## config.mk

```make
export PLATFORM = sky130hd
export DESIGN_NAME = adder_share_arb
export DESIGN_NICKNAME = d
export VERILOG_FILES = /design/src/rtl/adder_arb_pkg.sv /design/src/rtl/rr_arbiter.sv /design/src/rtl/adder_share_arb.sv
export SDC_FILE = /design/constraint.sdc
export NUM_CORES = 1
export LEC_CHECK = 0
export ABC_AREA = 1
export BUFFER_PORTS_ARGS = -buffer_cell sky130_fd_sc_hd__clkbuf_2
export CORE_MARGIN = 2
export CORE_UTILIZATION = 40
export CTS_CLUSTER_SIZE = 12
export DETAILED_ROUTE_END_ITERATION = 10
export PLACE_DENSITY = 0.72
export SETUP_SLACK_MARGIN = 0.2
export SLEW_MARGIN = 10
export SYNTH_ARGS = -nofsm -noshare
export SYNTH_HDL_FRONTEND = slang
export SYNTH_SLANG_ARGS = --single-unit
```

## constraint.sdc

```tcl
create_clock -name clk -period 5.3 [get_ports clk]
set_input_delay 0.53 -clock clk [delete_from_list [all_inputs] [get_ports clk]]
set_output_delay 0.53 -clock clk [all_outputs]
set_load 0.02 [all_outputs]
```

## src/rtl/adder_arb_pkg.sv

```systemverilog
// adder_arb_pkg: shared types, defaults and the sum helper for the shared-adder arbiter.
package adder_arb_pkg;
    typedef enum logic [1:0] {IDLE, CALC, RESP} state_t;
    localparam int DEF_N_REQ = 4;
    localparam int IDX_W = $clog2(DEF_N_REQ);
    localparam int MAX_W = 32;
    // Callers cast the result down to W+1 bits, keeping the carry in bit W.
    function automatic logic [MAX_W:0] zext_sum(input logic [MAX_W-1:0] a, input logic [MAX_W-1:0] b);
        return {1'b0, a} + {1'b0, b};
    endfunction
endpackage

```

## src/rtl/rr_arbiter.sv

```systemverilog
// rr_arbiter: combinational round-robin pick starting one past ptr, wrapping modulo N_REQ.
module rr_arbiter #(
    parameter int N_REQ = 4,
    parameter int IDX_W = $clog2(N_REQ)
) (
    input  logic [N_REQ-1:0] req,
    input  logic [IDX_W-1:0] ptr,
    input  logic             en,
    output logic [N_REQ-1:0] gnt,
    output logic [IDX_W-1:0] idx
);
    logic found;
    always_comb begin
        gnt = '0;
        idx = '0;
        found = 1'b0;
        for (int k = 1; k <= N_REQ; k++) begin
            if (en && !found && req[(int'(ptr) + k) % N_REQ]) begin
                found = 1'b1;
                gnt[(int'(ptr) + k) % N_REQ] = 1'b1;
                idx = IDX_W'((int'(ptr) + k) % N_REQ);
            end
        end
    end
endmodule

```

## src/rtl/adder_share_arb.sv

```systemverilog
// adder_share_arb: round-robin sharing of one registered W-bit adder among N_REQ requesters.
module adder_share_arb
    import adder_arb_pkg::*;
#(
    parameter int N_REQ = 4,
    parameter int W = 8
) (
    input  logic               clk,
    input  logic               rst,
    input  logic [N_REQ-1:0]   req_valid,
    output logic [N_REQ-1:0]   req_ready,
    input  logic [N_REQ*W-1:0] req_a,
    input  logic [N_REQ*W-1:0] req_b,
    output logic [N_REQ-1:0]   rsp_valid,
    input  logic [N_REQ-1:0]   rsp_ready,
    output logic [W:0]         rsp_sum,
    output logic               busy
);
    localparam int IW = $clog2(N_REQ);
    state_t state_q, state_d;
    logic [IW-1:0] ptr_q, win_q, idx;
    logic [N_REQ-1:0] gnt;
    logic [W-1:0] a_q, b_q;
    logic [W:0] sum_q;
    logic en;
    // Gating on rst keeps req_ready low while reset is held, not just after the next edge.
    assign en = (state_q == IDLE) && !rst;
    rr_arbiter #(.N_REQ(N_REQ), .IDX_W(IW)) u_arb (
        .req(req_valid),
        .ptr(ptr_q),
        .en (en),
        .gnt(gnt),
        .idx(idx)
    );
    assign req_ready = gnt;
    assign rsp_valid = (state_q == RESP) ? (N_REQ'(1) << win_q) : '0;
    assign rsp_sum = sum_q;
    assign busy = (state_q != IDLE);
    always_comb begin
        state_d = (state_q == IDLE && |gnt) ? CALC :
                  (state_q == CALC) ? RESP :
                  (state_q == RESP && !rsp_ready[win_q]) ? RESP : IDLE;
    end
    always_ff @(posedge clk or posedge rst) begin
        if (rst) begin
            state_q <= IDLE;
            ptr_q <= IW'(N_REQ - 1);
            win_q <= '0;
            a_q <= '0;
            b_q <= '0;
            sum_q <= '0;
        end else begin
            state_q <= state_d;
            if (|gnt) begin
                ptr_q <= idx;
                win_q <= idx;
                a_q <= req_a[idx*W +: W];
                b_q <= req_b[idx*W +: W];
            end
            if (state_q == CALC) sum_q <= (W+1)'(zext_sum(MAX_W'(a_q), MAX_W'(b_q)));
        end
    end
endmodule

```

* Yosys cells after proc, flatten, opt, wreduce, memory -nomap -nowiden *
Index checks and enable logic that the tools add are counted.

word-level totals
  register bits after elaboration = 31
  word-level logic and storage cells = 95

operators by class
  equality and inequality tests = 2
  shift-type cells = 3
  order comparisons = 9
  reductions and logical operators = 26
  multiplexer cells = 37
  bitwise logic cells = 7
  add/sub/neg operators = 5

operator list
  operator                                                                              number
  32-bit by 6-bit variable part select with 8-bit output                                2
  4-bit two-way mux                                                                     5
  3-bit by 4-bit less-than comparator with 1-bit output (second input constant)         4
  1-bit two-way mux                                                                     16
  1-bit logical AND                                                                     14
  2-bit two-way mux                                                                     7
  3-bit by 1-bit greater-or-equal comparator with 1-bit output (second input constant)  4
  4-bit bitwise OR                                                                      3
  1-bit binary-select mux with 2-bit select                                             5
  8-bit by 8-bit adder with 9-bit output                                                1
  1-bit demux with 2-bit select                                                         4
  2-bit OR reduction                                                                    4
  1-bit zero test                                                                       5
  2-bit by 1-bit adder with 2-bit output (second input constant)                        2
  2-bit adder (second input constant)                                                   2
  1-bit AND (first input constant)                                                      4
  4-bit OR reduction                                                                    1
  1-bit by 2-bit left shift with 4-bit output (first input constant)                    1
  2-bit by 3-bit less-than comparator with 1-bit output (second input constant)         1
  2-bit by 1-bit equality test with 1-bit output (second input constant)                1
  2-bit equality test (second input constant)                                           1
  2-bit zero test                                                                       1
  2-bit nonzero test                                                                    1

* Longest topological paths before layout *
  word-level depth = 23
  gate-level depth with buffers = 17
  depth with buffers taken out = 16

* Modules after synthesis *
From an unflattened synthesis, not the netlist that was laid out.

second synthesis, totals
  cells, all modules = 373
  area total of the unflattened synthesis = 2529.9 sq um

by module, submodules not included
  module           times used  area each (sq um)  cells each
  adder_share_arb  1           2033.2             290
  rr_arbiter       1           496.7              83

* Least setup slack after synthesis *
No wires, ideal clock.

  path type = flip-flop to flip-flop
  from = reg ptr_q[0]
  to = reg b_q[6]
  cell stages (with the launch flop) = 14
  path buffers = 1
  library setup time = 0.117 ns
  arrival = 2.373 ns
  setup slack = 2.810 ns
  period minus slack after synthesis = 2.490 ns
  cells stage by stage = dfstp_2 -> inv_2 -> ha_1 -> inv_1 -> nand3_1 -> nand3_1 -> nor2_1 -> a21oi_1 -> nand3_1 -> nor2_2 -> nand2_4 -> buf_4 -> nand3_1 -> nand2_1

between the ends
  word-level cells in the longest chain between the ends = 19
  elaborated cells between the ends (all ways) = 70
  classes of those cells = add/sub (4); order compare (8); shift (1); mux (31); bitwise (7); reduce/logical (19)

ends and longest elaborated chain
  element                                                                                         RTL line               source
  start: declaration                                                                              adder_share_arb.sv:21  logic [IW-1:0] ptr_q, win_q, idx;
  start signal: assignment                                                                        adder_share_arb.sv:47  ptr_q <= IW'(N_REQ - 1);
  start signal: assignment                                                                        adder_share_arb.sv:55  ptr_q <= idx;
  branches (longest 17 deep; another with 3-bit by 4-bit less-than comparator with 1-bit output)  --
  4-bit two-way mux *                                                                             rr_arbiter.sv:18       if (en && !found && req[(int'(ptr) + k) % N_REQ]) begin
  net req_ready[1]                                                                                adder_share_arb.sv:11  output logic [N_REQ-1:0] req_ready,
  4-bit OR reduction *                                                                            adder_share_arb.sv:54  if (|gnt) begin
  end signal: assignment                                                                          adder_share_arb.sv:58  b_q <= req_b[idx*W +: W];
  end: declaration                                                                                adder_share_arb.sv:23  logic [W-1:0] a_q, b_q;

Mark *: on every way through the listed nets, which the timed path passes. The select of a mux whose other input is x is not followed.
A chain may end at the register's enable or synchronous reset.

* Final worst setup path *
  from = reg ptr_q[0]
  to = reg b_q[0]

between the ends
  word-level cells in the longest chain between the ends = 19
  elaborated cells between the ends (all ways) = 70
  classes of those cells = add/sub (4); order compare (8); shift (1); mux (31); bitwise (7); reduce/logical (19)

ends and longest elaborated chain
  element                                                                                       RTL line
  2-bit by 1-bit adder with 2-bit output                                                        rr_arbiter.sv:18, rr_arbiter.sv:20, rr_arbiter.sv:21
  1-bit binary-select mux with 2-bit select                                                     rr_arbiter.sv:18
  1-bit two-way mux (implied by the code) (2 in series)                                         rr_arbiter.sv:18
  1-bit logical AND                                                                             rr_arbiter.sv:18
  1-bit two-way mux                                                                             rr_arbiter.sv:18
  1-bit zero test                                                                               rr_arbiter.sv:18
  1-bit logical AND (2 in series)                                                               rr_arbiter.sv:18
  1-bit two-way mux                                                                             rr_arbiter.sv:18
  1-bit zero test                                                                               rr_arbiter.sv:18
  1-bit logical AND (2 in series)                                                               rr_arbiter.sv:18
  1-bit two-way mux                                                                             rr_arbiter.sv:18
  1-bit zero test                                                                               rr_arbiter.sv:18
  1-bit logical AND (2 in series)                                                               rr_arbiter.sv:18
  2-bit two-way mux or 4-bit two-way mux (tied branches)                                        rr_arbiter.sv:18
  32-bit by 6-bit variable part select with 8-bit output or 4-bit OR reduction (tied branches)  adder_share_arb.sv:58, adder_share_arb.sv:54

Parallel ways exist; a longest one is shown, timed or not. The select of a mux whose other input is x is not followed.

==> results.yml <==
power_and_ir_drop:
  powerDensity_mw_per_mm2: 508.1
  ir_drop_mv: 0.1726
  leakagePower_nw: 2.061
  finalPower_mw: 1.720
global_routing:
  globalRoute.totalOverflow: 0
  grt_pass1_wl_um: 11740
  grt_max_degree: 34
  grt_pass1_vias: 2676
  grt_usage_pct: 18.87
  antenna_found_initial: 0
worst_setup_path:
  crit_chain: "inv_2 -> ha_1 -> inv_1 -> nand3_1 -> nand2_2 -> nand3_2 -> a21oi_1 -> nand2_2 -> nand2_4 -> nand2_1 -> nand3_1 -> nand2_1 -> nand2_1 -> nand2_1"
  cpPeakStageDelay_ns: 0.67
  crit_family: "simple AND/OR/NAND/NOR gates"
  cpMostUsedCell: "nand2_1"
  critPathMaxFanout: 33
  cp-start-kind: "register"
  arrival_ns: 3.29
  critPathCaptureType: "register"
  crit_cells: 14
  required_ns: 5.47
  timing.rr.start: "ptr_q[0]"
  setup.worst_path.start: "ptr_q[0]"
  slowest_stage: "dfstp_2"
  criticalPathCategory: "reg -> reg"
  worstRegToRegCells: 14
  crit_buf_inv: 2
drt:
  viasPerCell: 4.739
  firstDrtPassIters: 4
  route.detailed.wl_per_inst_um: 11.16
  drt_drc_violations_left: 0
  first_iter_violations: 176
  ant_nets: 0
  num_vias: 2962
  drt_wl_total_um: 6975
synth:
  avgSynthCellArea_sq_um: 6.357
  netlist_area_sq_mm: 0.002829
  ys_ff_latch: 31
  synth_cells: 445
  yosysSeqAreaShare_pct: 27.51
  ys_warn_count: 0
  mappedNetlistNets: 536
  ys_types: 32
clocking:
  clk_latency_ns: 0.29
  ctsHoldBuffers: 0
  htreeDepth: 2
  cts_setup_buffers: 0
  cts_sinks: 31
  cts_buffers: 5
  clock_path_buffers: 2
  cts-root-buf: "clkbuf_8"
  clkTransAtPathRegs_ns: 0.07
  cts_tree: "done"
  cts-resized-gates: 0
timing:
  finalMaxSlewViolations: 0
  setup-tns-final_ns: 0
  finalSetupViolCount: 0
  hold_viol_final: 0
  slew_headroom_pct: 60.69
  timing.final.crit_share_pct: 58.70
  layout_setup_ws_ns: 2.189
  tightest_slew_ns: 0.5876
  skew_ns: 0.007239
  maxClockFrequency_ghz: 0.3214
  min_period_ns: 3.111
  grt_setup_unrepaired: "false"
cells_and_area:
  n_antenna_cell: 0
  fin_nets: 620
  final_cells: 625
  area_growth_pct: 19.64
  multi_input_area_sq_mm: 0.001608
  drive_above_1_share_pct: 23.44
  seq_area_sq_um: 778.2
  final_area_sq_mm: 0.003385
  nFillCells: 716
floorplan:
  rows: 30
  coreArea_sq_mm: 0.006832
  die_width_um: 88.10
  dieArea_sq_mm: 0.007761
  die_h_um: 88.10
  floorplan.initialDensity_pct: 41.41
  ioPinCount: 92
hold_path:
  hold_path_class: "in -> async"
placement:
  dp_slack_ns: 2.212
  dp.cells: 618
  dpl-instance-area_sq_mm: 0.003297
  dp_hpwl_um: 5452
  gp_congestion: 0.9437
  port_buffers: 91
run:
  cap_violations: 0
outcome:
  status: "completed"
-- path summary, 6_finish.rpt --
check,to,slack (ns)
min,a_q[7],0.32
max in group asynchronous,ptr_q[1],4.66
min reg2reg,rsp_sum[2],0.48
min in group clk,rsp_sum[2],0.48
max,b_q[0],2.19
max reg2reg,b_q[0],2.19
-- placed cells by master (no fill, tap or decap), types with 2 or more instances in the layout --
cell type / instances
nand2_1: 143
clkbuf_2: 91
inv_1: 83
nand3_1: 77
dfrtp_1: 29
ha_1: 16
nor2_1: 15
a21oi_1: 15
o21ai_0: 10
nand2_2: 6
clkbuf_8: 6
nand2_4: 5
nor2_2: 4
nor3_1: 4
nand3_2: 3
o21ai_1: 3
inv_4: 2
xnor2_1: 2
dfstp_2: 2
-- kinds of logic (layout without fill, tap and decap cells) --
family	count (synthesis)	in the layout	synth area share, %
xor+xnor	3	3	0.9290
compound gates	33	33	6.325
simple gates	260	260	41.80
flops	31	31	27.51
buf+inv	101	185	15.66
fa+ha+maj	17	17	7.784
-- tightest hold or removal path, cell delays in order --
cell and delay, ns:
clkbuf_2 0.09, inv_1 0.04, buf_4 0.36
-- layer usage --
layer / wire (um) / up-vias / GRT usage [%]
met5: 0 / - / 0
met4: 75 / 0 / 4.683
met3: 409 / 8 / 3.676
met2: 3144 / 94 / 29.20
met1: 3346 / 1313 / 27.18
li1: - / 1547 / -
-- state kept, by name, summed over array words and instances (netlist names) --
name / count
ptr_q: 2
win_q: 2
a_q: 8
state_q: 2
b_q: 8
rsp_sum: 9
-- cells in the mapped netlist (all sizes together) --
cell type,n,area share [%]
nor3,4,0.71
nand3,81,15
clkbuf,2,0.27
o221ai,1,0.31
inv,86,12
buf,13,3.8
nand4,1,0.22
ha,16,7.1
o21ai,13,2.3
nand2,154,22
xor2,1,0.31
dfstp,2,1.9
dfrtp,29,26
o31ai,1,0.27
nor2,20,3.3
fa,1,0.71
a21oi,15,2.7
xnor2,2,0.62
a21o,1,0.27
a22o,1,0.31
a31oi,1,0.22
-- report_power, final --
| group | switching [mW] | internal, mW | total (mW) |
|---|---|---|---|
| Clock | 0.0901 | 0.102 | 0.192 |
| Combinational | 0.720 | 0.378 | 1.10 |
| Sequential | 0.0743 | 0.355 | 0.429 |
-- layout make-up --
class | count | share of cell area, %
Clock buffer | 6 | 2.440
Clock inverter | 1 | 0.1479
Multi-Input combinational cell | 313 | 47.50
Inverter | 86 | 9.686
Timing Repair Buffer | 92 | 13.68
Tap cell | 96 | 3.549
Sequential cell | 31 | 22.99
-- through the flow --
step / util, % / hold slack [ns]
2_1_floorplan: - / 0.4528
3_3_place_gp: 48.26 / 0.4625
3_5_place_dp: 48.26 / 0.4670
4_1_cts: 49.54 / 0.3196
5_1_grt: 49.54 / 0.3499
6_report: 49.54 / 0.3150
Note: power is estimated with default switching activity, not from simulation.
